--- src/rtl/axi_llc_cfg_seq.sv ---
`default_nettype none
// ============================================================================
// Module   : axi_llc_cfg_seq
// Brief    : Turns one flush/SPM command into the ordered RegBus write,
//            commit and poll sequence for the LLC configuration registers.
// Revision : 1.0 - initial release
// ============================================================================
module axi_llc_cfg_seq #(
    parameter int unsigned SetAssociativity = 8,
    parameter logic [31:0] RegBaseAddr      = 32'h0,
    parameter logic [31:0] SpmOffset        = 32'h00,
    parameter logic [31:0] FlushOffset      = 32'h08,
    parameter logic [31:0] CommitOffset     = 32'h10,
    parameter logic [31:0] FlushedOffset    = 32'h18,
    parameter int unsigned PollInterval     = 16,
    parameter int unsigned MaxPolls         = 1024
) (
    input  logic                        clk_i,
    input  logic                        rst_ni,
    input  logic                        cmd_valid_i,
    output logic                        cmd_ready_o,
    input  logic [SetAssociativity-1:0] cmd_spm_i,
    input  logic [SetAssociativity-1:0] cmd_flush_i,
    output logic                        done_valid_o,
    input  logic                        done_ready_i,
    output logic                        done_error_o,
    output logic                        done_timeout_o,
    output logic                        busy_o,
    output logic [31:0]                 conf_req_addr_o,
    output logic                        conf_req_write_o,
    output logic [31:0]                 conf_req_wdata_o,
    output logic [3:0]                  conf_req_wstrb_o,
    output logic                        conf_req_valid_o,
    input  logic [31:0]                 conf_rsp_rdata_i,
    input  logic                        conf_rsp_error_i,
    input  logic                        conf_rsp_ready_i
);

    localparam int unsigned c_POLL_W = $clog2(MaxPolls + 1);
    localparam int unsigned c_WAIT_W = $clog2(PollInterval + 1);
    localparam logic [c_POLL_W-1:0] c_MAX_POLLS = c_POLL_W'(MaxPolls);
    localparam logic [c_WAIT_W-1:0] c_WAIT_LAST = c_WAIT_W'(PollInterval - 1);
    localparam logic [c_WAIT_W-1:0] c_WAIT_SAT  = c_WAIT_W'(PollInterval);

    typedef enum logic [2:0] {
        S_IDLE       = 3'd0,
        S_WR_FLUSH   = 3'd1,
        S_WR_CMT_F   = 3'd2,
        S_RD_FLUSHED = 3'd3,
        S_WAIT       = 3'd4,
        S_WR_SPM     = 3'd5,
        S_WR_CMT_S   = 3'd6,
        S_DONE       = 3'd7
    } state_t;

    typedef struct packed {
        logic        valid;
        logic [31:0] addr;
        logic        write;
        logic [31:0] wdata;
        logic [3:0]  wstrb;
    } req_t;

    // Request fields for the transfer issued on entry to state s; idle states get all-zero.
    function automatic req_t f_req(input state_t s, input logic [SetAssociativity-1:0] payload);
        req_t r;
        r = '0;
        case (s)
            S_WR_FLUSH: begin
                r = '{1'b1, RegBaseAddr + FlushOffset, 1'b1, 32'(payload), 4'hF};
            end
            S_WR_CMT_F, S_WR_CMT_S: begin
                r = '{1'b1, RegBaseAddr + CommitOffset, 1'b1, 32'h1, 4'hF};
            end
            S_RD_FLUSHED: begin
                r = '{1'b1, RegBaseAddr + FlushedOffset, 1'b0, 32'h0, 4'h0};
            end
            S_WR_SPM: begin
                r = '{1'b1, RegBaseAddr + SpmOffset, 1'b1, 32'(payload), 4'hF};
            end
            default: r = '0;
        endcase
        return r;
    endfunction

    state_t                        r_state;
    req_t                          r_req;
    logic [SetAssociativity-1:0]   r_spm;
    logic [SetAssociativity-1:0]   r_flush;
    logic                          r_error;
    logic                          r_timeout;
    logic [c_POLL_W-1:0]           r_poll_cnt;
    logic [c_WAIT_W-1:0]           r_wait_cnt;

    logic [SetAssociativity-1:0]   w_cmd_flush;
    logic                          w_xfer;
    logic                          w_hit;
    logic [c_POLL_W-1:0]           w_poll_next;
    logic                          w_unused_rdata;

    assign w_cmd_flush    = cmd_flush_i | cmd_spm_i;
    assign w_xfer         = r_req.valid & conf_rsp_ready_i;
    assign w_hit          = (conf_rsp_rdata_i[SetAssociativity-1:0] & r_flush) == r_flush;
    assign w_poll_next    = r_poll_cnt + 1'b1;
    assign w_unused_rdata = ^conf_rsp_rdata_i;

    always_ff @(posedge clk_i or negedge rst_ni) begin
        if (!rst_ni) begin
            r_state    <= S_IDLE;
            r_req      <= '0;
            r_spm      <= '0;
            r_flush    <= '0;
            r_error    <= 1'b0;
            r_timeout  <= 1'b0;
            r_poll_cnt <= '0;
            r_wait_cnt <= '0;
        end else begin
            case (r_state)
                S_IDLE: begin
                    if (cmd_valid_i) begin
                        r_spm      <= cmd_spm_i;
                        r_flush    <= w_cmd_flush;
                        r_error    <= 1'b0;
                        r_timeout  <= 1'b0;
                        r_poll_cnt <= '0;
                        if (|w_cmd_flush) begin
                            r_state <= S_WR_FLUSH;
                            r_req   <= f_req(S_WR_FLUSH, w_cmd_flush);
                        end else begin
                            r_state <= S_WR_SPM;
                            r_req   <= f_req(S_WR_SPM, cmd_spm_i);
                        end
                    end
                end
                S_WAIT: begin
                    if (r_wait_cnt == c_WAIT_LAST) begin
                        r_state <= S_RD_FLUSHED;
                        r_req   <= f_req(S_RD_FLUSHED, '0);
                    end else if (r_wait_cnt != c_WAIT_SAT) begin
                        r_wait_cnt <= r_wait_cnt + 1'b1;
                    end
                end
                S_DONE: begin
                    if (done_ready_i) begin
                        r_state <= S_IDLE;
                    end
                end
                default: begin
                    // Any errored response aborts the rest of the sequence; read data is discarded.
                    if (w_xfer && conf_rsp_error_i) begin
                        r_error <= 1'b1;
                        r_state <= S_DONE;
                        r_req   <= '0;
                    end else if (w_xfer) begin
                        case (r_state)
                            S_WR_FLUSH: begin
                                r_state <= S_WR_CMT_F;
                                r_req   <= f_req(S_WR_CMT_F, '0);
                            end
                            S_WR_CMT_F: begin
                                r_state <= S_RD_FLUSHED;
                                r_req   <= f_req(S_RD_FLUSHED, '0);
                            end
                            S_RD_FLUSHED: begin
                                r_poll_cnt <= w_poll_next;
                                if (w_hit) begin
                                    r_state <= S_WR_SPM;
                                    r_req   <= f_req(S_WR_SPM, r_spm);
                                end else if (w_poll_next == c_MAX_POLLS) begin
                                    r_timeout <= 1'b1;
                                    r_state   <= S_DONE;
                                    r_req     <= '0;
                                end else begin
                                    r_wait_cnt <= '0;
                                    r_state    <= S_WAIT;
                                    r_req      <= '0;
                                end
                            end
                            S_WR_SPM: begin
                                r_state <= S_WR_CMT_S;
                                r_req   <= f_req(S_WR_CMT_S, '0);
                            end
                            default: begin
                                r_state <= S_DONE;
                                r_req   <= '0;
                            end
                        endcase
                    end
                end
            endcase
        end
    end

    assign cmd_ready_o      = (r_state == S_IDLE);
    assign busy_o           = (r_state != S_IDLE);
    assign done_valid_o     = (r_state == S_DONE);
    assign done_error_o     = r_error;
    assign done_timeout_o   = r_timeout;
    assign conf_req_valid_o = r_req.valid;
    assign conf_req_addr_o  = r_req.addr;
    assign conf_req_write_o = r_req.write;
    assign conf_req_wdata_o = r_req.wdata;
    assign conf_req_wstrb_o = r_req.wstrb;

endmodule
`default_nettype wire

--- config.mk ---
export PLATFORM = sky130hd
export DESIGN_NAME = axi_llc_cfg_seq
export DESIGN_NICKNAME = d
export VERILOG_FILES = /design/src/rtl/axi_llc_cfg_seq.sv
export SDC_FILE = /design/constraint.sdc
export NUM_CORES = 1
export LEC_CHECK = 0
export ABC_AREA = 1
export CORE_MARGIN = 2
export CORE_UTILIZATION = 47
export CTS_CLUSTER_DIAMETER = 120
export DETAILED_ROUTE_END_ITERATION = 16
export PLACE_DENSITY = 0.92
export SLEW_MARGIN = 20
export SYNTH_ARGS = -nofsm -noshare
export SYNTH_HDL_FRONTEND = slang
export SYNTH_SLANG_ARGS = --single-unit
--- constraint.sdc ---
create_clock -name clk_i -period 3.1 [get_ports clk_i]
set_input_delay 0.93 -clock clk_i [delete_from_list [all_inputs] [get_ports clk_i]]
set_output_delay 0.93 -clock clk_i [all_outputs]
set_load 0.01 [all_outputs]
== Yosys cells after proc, flatten, opt, wreduce, memory -nomap -nowiden ==
Index checks and enable logic that the tools add are counted.

* $add $sub $neg: 2
* $mul: 0
* Div/mod/pow operators: 0
* $lt $le $gt $ge: 0
* Eq/ne operators: 20
* Shift-type cells: 0
* Multiplexer cells: 40
* Bitwise operators: 6
* Reductions and logical operators: 22

{| class="wikitable"
|+ Operators with widths
! kind !! count
|-
| $pmux 70 s3 || 2
|-
| $mux 70 || 5
|-
| $mux 11 || 4
|-
| $mux 41 || 1
|-
| $mux 5 || 7
|-
| $pmux 11 s2 || 1
|-
| $mux 3 || 6
|-
| $ne 2x2->1 const B || 6
|-
| $pmux 3 s4 || 1
|-
| $reduce_bool 2->1 || 6
|-
| $add 11x1->11 const B || 1
|-
| $eq 11x11->1 const B || 1
|-
| $pmux 5 s2 || 1
|-
| $eq 3x3->1 const B || 3
|-
| $pmux 3 s3 || 1
|-
| $and 8x8->8 || 1
|-
| $eq 8x8->1 || 1
|-
| $ne 2x1->1 const B || 4
|-
| $or 8x8->8 || 1
|-
| $reduce_and 4->1 || 2
|-
| $reduce_and 8->1 || 1
|-
| $reduce_or 8->1 || 1
|-
| $mux 1 || 7
|-
| $reduce_and 7->1 || 1
|-
| other kinds (18) || 25
|}

* Bits in registers: 107
* Bits in latches: 0
* RAM bits: 0
* Bits in read-only memories: 0
* Input bits: 54
* Output and inout port bits: 75
* Word-level logic and storage cells: 102
* Memories: 0

== Logic depth before layout (Yosys ltp) ==
Gate-level depths: netlist (run 1).

* Depth after elaboration: 8
* Depth in mapped cells: 12

== Least setup slack after synthesis (run 1) ==
Ideal clock, no wire load.

* Kind: input-to-reg
* From: in conf_rsp_ready_i
* To: reg r_poll_cnt[2]
* Setup time: 0.130 ns
* Data arrival time: 1.980 ns
* Required time: 2.970 ns
* Slack: 0.990 ns
* Stages on the path: 9
* Buffers on the path: 1
* Cell sequence: nand2_1 -> inv_1 -> nand2_1 -> inv_1 -> nor3_2 -> nand3_2 -> nand2_2 -> buf_2 -> a22oi_1

* Cells in the longest elaborated chain, start to end: 4
* Elaborated cells between the ends (all ways): 5
* Classes of those cells: 1 x eq/ne; 1 x bitwise; 3 x reduce/logical

{| class="wikitable"
|+ RTL lines
! element !! RTL line !! RTL
|-
| from (decl) || 36 || <nowiki>input logic conf_rsp_ready_i</nowiki>
|-
| $and 1x1->1 (*) || 102 || <nowiki>assign w_xfer = r_req.valid & conf_rsp_ready_i;</nowiki>
|-
| $logic_and 1x1->1 || 150 || <nowiki>if (w_xfer && conf_rsp_error_i) begin</nowiki>
|-
| $ne 2x2->1 (no source line) || n/a ||
|-
| $reduce_and 5->1 (no source line) (*) || n/a ||
|-
| to (signal assigned) || 165 || <nowiki>r_poll_cnt <= w_poll_next;</nowiki>
|-
| to (decl) || 92 || <nowiki>logic [c_POLL_W-1:0] r_poll_cnt;</nowiki>
|}

Mark *: on every way between the ends. The rest lies on a longest branch, timed or not.
A chain may end at the register's enable or synchronous reset.

== Worst setup path in the final report (run 1) ==
* From: reg r_state[0]
* To: out cmd_ready_o

* Cells in the longest elaborated chain, start to end: 1

{| class="wikitable"
|+ RTL lines
! element !! RTL line !! RTL
|-
| from (decl) || 86 || <nowiki>state_t r_state;</nowiki>
|-
| from (signal assigned) || 109 || <nowiki>r_state <= S_IDLE;</nowiki>
|-
| from (signal assigned) || 127 || <nowiki>r_state <= S_WR_FLUSH;</nowiki>
|-
| from (signal assigned) || 130 || <nowiki>r_state <= S_WR_SPM;</nowiki>
|-
| $logic_not 3->1 || 194 || <nowiki>assign cmd_ready_o = (r_state == S_IDLE);</nowiki>
|-
| to (decl) || 21 || <nowiki>output logic cmd_ready_o,</nowiki>
|}

No other way between the ends.

==> metrics, run 1 <==
status=completed; global-route wire length before repair=~11 mm; Logic pwr share=0.110; VDD IR-drop max=0.294 mV; CP Max Fanout=6; Max Clock Skew=0.00739 ns; Post-synth EDFFs=0; die height=~86 µm; clock power share=0.325; clk buf depth=2; met1 Use GR=0.231; largest family of logic cells by synthesized area=simple AND/OR/NAND/NOR gates; root buf cell=clkbuf_8; Avg Inst Size Synth=about 7.6 µm²; I/O Pins=roughly 130; detail-routed net length per standard cell=13.3 µm; final setup fails=0; Async SR Flop Fraction=1.00; initial antenna violation count=0; Slew headroom=0.581; final wirelength=7.25 mm; fin cells=543; die width=~86 µm; Crit path required time=around 2.2 ns; GRT busiest layer=met2; diode count=0; Yosys reg bits=49; H-tree depth reported by CTS=2; Area Overhead vs Synth=13.7%; Worst-Margin Slew=approximately 0.63 ns; DR vias=between 2000 and 3000; ys flop type=dfrtp_1; setup TNS=0 ns; Post-CTS Hold Buffers=0; Max Cap Viol=0; CP top delay family=buffers and inverters; CTS sink count=a little under 50; CTS tree=built; Adder-Cell Fraction of Synth Area=0.0158; largest net degree at the start of global routing=50; Setup crit end kind=output pin; RePlAce Congestion=0.928; FF-to-FF Start=r_state[0]; Nets=~520; M3 GR Usage=0.0337; synthesized area=about 3200 µm²; total gr overflow=0; sw frac=0.268; Max Fclk=0.348 GHz; pwr/cell area=between 300 and 400 nW/µm²; layout cells sized above 1=0.0858; Lkg Pwr=~1.8 nW; Net Sw Power=between 300 and 400 µW; DR vias/cell=between 5 and 6; CP Cell Sequence=nor2_4 -> inv_2 -> nor2_2 -> clkdlybuf4s50_1; Initial Utilization=0.493; GRT Resource Usage Total=0.193; Final HPWL DP=5.47 mm; Int Power=between 800 and 900 µW; post-synthesis mux area share=0; slowest stage cell, crit path=clkdlybuf4s50_1; met2 usage=0.344; final worst-path cycle share=0.927; Slew Limit Fails=0; CP Launch Type=register; min cycle time layout=around 2.9 ns; Worst Setup Path Type=reg -> out; Largest stage delay, worst path=~0.6 ns; RSZ-0062 raised after global routing=false; Final Hold Viols=0; Synth Area in Compound Gates=0.121; setup repair bufs after CTS=0; number of DRC markers in iteration 0=228; worst hold start=r_wait_cnt[3]; clk slew on worst S/H paths=roughly 0.090 ns; Simple-Gate Fraction of Synth Area=0.262; Placed Instances=535; # rows=29; vias in the first global route=2561; post-synthesis sequential area ratio=0.387; Seq pwr share=0.564; die area=~7400 µm²; Cells after Synth=~420; Num CTS Buffers=5; number of distinct library cells after synthesis=42; Ys Warns=0; CP arrival=1.95 ns; DRC Markers=0; xor and xnor area share after synthesis=0.00276; core area=roughly 6400 µm²; Setup crit start=r_state[0]; Buf/Inv on CP=2; ANT nets after route=0; drt pass-1 iters=5; Tightest Hold Check Type=reg -> reg; IO buf count=50; clk_lat worst skew=0.31 ns
path summary, 6_finish.rpt:
path | to | slack [ns] | depth (start not counted)
max | cmd_ready_o | 0.22 | 4
min | r_wait_cnt[3] | 0.48 | 2
max reg2reg | r_poll_cnt[2] | 0.83 | 10
min reg2reg | r_wait_cnt[3] | 0.48 | 2
max in group asynchronous | r_poll_cnt[2] | 1.96 | 2
min in group asynchronous | conf_req_addr_o[3] | 0.71 | 2
cell type report:
| class | instances | area, µm² |
|---|---|---|
| fill | 546 | 2820 |
| tap | 77 | 96.3 |
| inverter | 51 | 191 |
| clock inverter | 2 | 15.0 |
| multi-input combinational | 304 | 1480 |
| timing repair buffer | 54 | 526 |
| sequential | 49 | 1230 |
| clock buffer | 6 | 72.6 |
power by group through the flow:
stage,combinational (mW),sequential (mW),clock (mW)
global route,0.146,0.669,0.404
finish,0.130,0.667,0.385
global placement,0.124,0.678,0
detailed placement,0.128,0.680,0
floorplan,0.116,0.677,0
CTS,0.128,0.667,0.383
placed cells by master (no fill, tap or decap), drive strengths merged:
master,netlist,layout
a21oi,19,19
o31ai,1,1
nand4,3,3
clkbuf,1,6
a22o,1,1
inv,51,51
a31oi,4,4
clkinvlp,0,2
o21bai,1,1
a22oi,1,1
o21ai,22,22
dfrtp,49,49
xor2,1,1
or2,2,2
nand2,91,91
o22a,1,1
o2111ai,1,1
ha,4,4
and2,1,1
a41oi,1,1
clkdlybuf4s50,0,49
nand3b,2,2
nor2,49,49
conb,1,54
nor3,3,3
nand3,32,32
buf,64,5
o22ai,9,9
nor3b,1,1
layer usage:
layer  up-vias  wire length, µm
li1       1322                -
met1      1276             2930
met2       148             3690
met3        15              469
met4         0              156
met5         -                0
tightest hold or removal path: stages, from the launching register on:
cell,delay [ns]
dfrtp_1,0.35
nand2_1,0.05
nand2_1,0.04
synthesized netlist by cell type (2+ instances only):
cell      instances  share of area
a21oi_1          18          0.028
inv_2             6         0.0071
a31oi_2           2         0.0079
nor3_1            2         0.0032
nor2_4            2         0.0071
o21ai_2           2         0.0055
dfrtp_1          49           0.39
o21ai_1           2         0.0032
a31oi_1           2         0.0039
nand2_2           3         0.0059
nand2_1          87           0.10
o22ai_1           9          0.018
nand4_1           3         0.0059
inv_1            45          0.053
ha_1              4          0.016
nand3b_1          2         0.0047
nor2_2            4         0.0079
buf_4            58           0.14
buf_2             5         0.0079
nor2_1           42          0.050
o21ai_0          18          0.028
nand3_1          31          0.049
state kept, by name, indices dropped and copies added, names as in the netlist:
| register | count |
|---|---|
| conf_req_wdata_o | 8 |
| conf_req_valid_o | 1 |
| conf_req_wstrb_o | 1 |
| r_spm | 8 |
| conf_req_addr_o | 2 |
| done_timeout_o | 1 |
| r_wait_cnt | 5 |
| r_state | 3 |
| r_poll_cnt | 11 |
| r_flush | 8 |
| done_error_o | 1 |
kinds of logic (layout without fill, tap and decap cells):
logic type | count (synthesis) | after routing
xor+xnor | 1 | 1
simple gates | 184 | 184
fa+ha+maj | 4 | 4
other cells | 1 | 54
compound gates | 61 | 61
flops | 49 | 49
buf+inv | 116 | 113
through the flow:
| step | instance area (µm²) | setup WS, ns | total power [mW] | hold WS, ns | utilization |
|---|---|---|---|---|---|
| floorplan | 3370 | 0.990 | 0.793 | 0.442 | - |
| global placement | 3510 | 0.372 | 0.803 | 0.454 | 0.547 |
| detailed placement | 3510 | 0.312 | 0.807 | 0.458 | 0.547 |
| CTS | 3600 | 0.0917 | 1.18 | 0.480 | 0.561 |
| global route | 3600 | 0.155 | 1.22 | 0.500 | 0.561 |
| finish | 3600 | 0.225 | 1.18 | 0.476 | 0.561 |
what timing repair did:
| item | CTS | global route |
|---|---|---|
| gates resized for setup | 0 | 1 |
| hold endpoints to repair | 0 | 0 |
| endpoints found under the setup margin | 0 | 1 |
Power figures use the tool's default switching activity.
==> run 2, diff against run 1 <==
- HOLD_SLACK_MARGIN: default -> 0.03
- MAX_ROUTING_LAYER: default -> met4
==> run 2 against run 1 <==
Worst setup slack got worse by 0.083 ns. First-iteration DRC count fell by 7.5%. Count of clock-buffer cells in the layout stayed put. Register-to-register slack got worse by 0.05 ns. Power fell by 1.3%. Design area down 0.21%. Clock skew barely moved. Combinational power about the same. Critical endpoint unchanged.
==> metrics, run 2 (same netlist as run 1, synthesis figures left out) <==
Max Cap Viol=0 (unchanged); worst hold start=r_spm[3] (was r_wait_cnt[3]); die width=86.1 µm (unchanged); H-tree depth reported by CTS=2 (unchanged); diode count=0 (unchanged); post-layout util=0.560 (was 0.561); Reg with most FFs=r_poll_cnt (unchanged); core area=6420 µm² (unchanged); Max Clock Skew=0.00708 ns (was 0.00739 ns); DRC Markers=0 (unchanged); placed inst area=3510 µm² (unchanged); DR vias/cell=5.10 (was 5.08); CP Launch Type=register (unchanged); worst slack, placed=0.309 ns (was 0.312 ns); initial antenna violation count=0 (unchanged); Setup crit end kind=output pin (unchanged); RePlAce Congestion=0.942 (was 0.928); final wirelength=7.07 mm (was 7.25 mm); Final HPWL DP=5.45 mm (was 5.47 mm); Pwr Total=1.17 mW (was 1.18 mW); VDD IR-drop max=0.320 mV (was 0.294 mV); Num CTS Buffers=5 (unchanged); largest net degree at the start of global routing=33 (was 50); Worst Hold End=r_spm[3] (was r_wait_cnt[3]); total gr overflow=0 (unchanged); reg-to-reg endpoint=r_poll_cnt[2] (unchanged); CP Cell Sequence=nor2_4 -> inv_2 -> nor2_1 -> clkdlybuf4s50_1 (was nor2_4 -> inv_2 -> nor2_2 -> clkdlybuf4s50_1); detail-routed net length per standard cell=13.0 µm (was 13.3 µm); number of DRC markers in iteration 0=211 (was 228); FF-to-FF Start=r_state[0] (unchanged); I/O Pins=129 (unchanged); final instance area=3600 µm² (about the same); post-cts resize count=0 (unchanged); min cycle time layout=2.96 ns (was 2.88 ns); Nets=523 (unchanged); worst setup slack after layout=0.142 ns (was 0.225 ns); Cells on Worst Hold Path=2 (unchanged); Slew Limit Fails=0 (unchanged); Max Fclk=0.338 GHz (was 0.348 GHz); Post-CTS Hold Buffers=0 (unchanged); Crit path required time=2.17 ns (about the same); final worst-path cycle share=0.954 (was 0.927); pwr/cell area=325 nW/µm² (was 328 nW/µm²); IO buf count=50 (unchanged); Worst Setup Path Type=reg -> out (unchanged); RSZ-0062 raised after global routing=false (unchanged); GRT Resource Usage Total=0.202 (was 0.193); die area=7410 µm² (unchanged); root buf cell=clkbuf_8 (unchanged); Largest stage delay, worst path=0.63 ns (was 0.60 ns); Lkg Pwr=1.79 nW (was 1.78 nW); Initial Utilization=0.493 (unchanged); global-route wire length before repair=11.7 mm (was 11.4 mm); CTS sink count=49 (unchanged); max FFs per register=11 (unchanged); status=completed (unchanged); Area Overhead vs Synth=13.5% (was 13.7%); commonest non-fill, non-tap cell in the layout=nand2_1 (unchanged); clk_lat worst skew=0.31 ns (about the same); CP Max Fanout=6 (unchanged); CTS tree=built (unchanged); layout cells sized above 1=0.0837 (was 0.0858); Reg2Reg Setup Slack=0.78 ns (was 0.83 ns); # rows=29 (unchanged); DR vias=2772 (was 2761); final setup fails=0 (unchanged); CP arrival=2.03 ns (was 1.95 ns); R2R cell count=10 (unchanged); vias in the first global route=2675 (was 2561); setup TNS=0 ns (unchanged); drt pass-1 iters=6 (was 5); Final Hold Viols=0 (unchanged); die height=86.1 µm (unchanged); clk slew on worst S/H paths=0.09 ns (about the same); slowest stage cell, crit path=clkdlybuf4s50_1 (unchanged); clk buf depth=2 (unchanged); ANT nets after route=0 (unchanged); commonest non-fill, non-tap cells in the layout=nand2_1, conb_1, dfrtp_1, clkdlybuf4s50_1, inv_1 (unchanged); Tightest Hold Check Type=reg -> reg (unchanged); setup repair bufs after CTS=0 (unchanged)
run 2: cell types whose count changed in the layout (fill, tap and decap cells not counted):
cell,delta
clkinv_2,+2
clkinvlp_4,-2
nor2_1,+1
nor2_2,-1
run 2: critical path: cells and delay by family (launching register included):
| family | cells | cell delay [ns] |
|---|---|---|
| buf+inv | 2 | 0.73 |
| simple gates | 2 | 0.52 |
| flops | 1 | 0.47 |
run 2: worst max path at each step:
stage | endpoint | startpoint | slack (ns)
after floorplan | r_poll_cnt[2] | conf_rsp_ready_i | 0.99
after global placement | r_poll_cnt[2] | conf_rsp_ready_i | 0.37
after detailed placement | r_poll_cnt[2] | conf_rsp_ready_i | 0.31
after CTS | cmd_ready_o | r_state[0] | 0.14
after global routing | cmd_ready_o | r_state[0] | 0.09
final | cmd_ready_o | r_state[0] | 0.14
run 2: final cells by class:
type	instances	area (µm²)
fillers	563	2830
multi-input cells	304	1470
flip-flops and latches	49	1230
repair buffers	54	526
inverters	51	191
well taps	77	96.3
clock buffers	6	72.6
clock inverters	2	10.0
run 2: metrics by stage:
step | hold slack (ns) | cells
global route | 0.506 | 543
global placement | 0.454 | 535
finish | 0.482 | 543
detailed placement | 0.460 | 535
CTS | 0.483 | 543
floorplan | 0.442 | 469
run 2: where the power goes:
part	internal (mW)	total (mW)	switching (mW)	leakage [nW]
sequential	0.656	0.667	0.0109	0.618
combinational	0.0497	0.129	0.0797	1.13
clock	0.157	0.370	0.213	0.0450
total	0.863	1.17	0.304	1.79
run 2: per-layer routing:
metal,vias to the layer above,share of wire,routed length [µm],track usage
li1,1319,-,-,-
met3,21,0.063,444,0.0318
met5,-,0,0,-
met1,1304,0.40,2800,0.230
met2,128,0.51,3630,0.357
met4,0,0.026,182,0.0722
==> run 3, diff against run 2 <==
- ABC_CLOCK_PERIOD_IN_PS: default -> 3100
==> results of run 3 <==
Same layout as run 2: the final DEF is identical, and so are final timing and power.
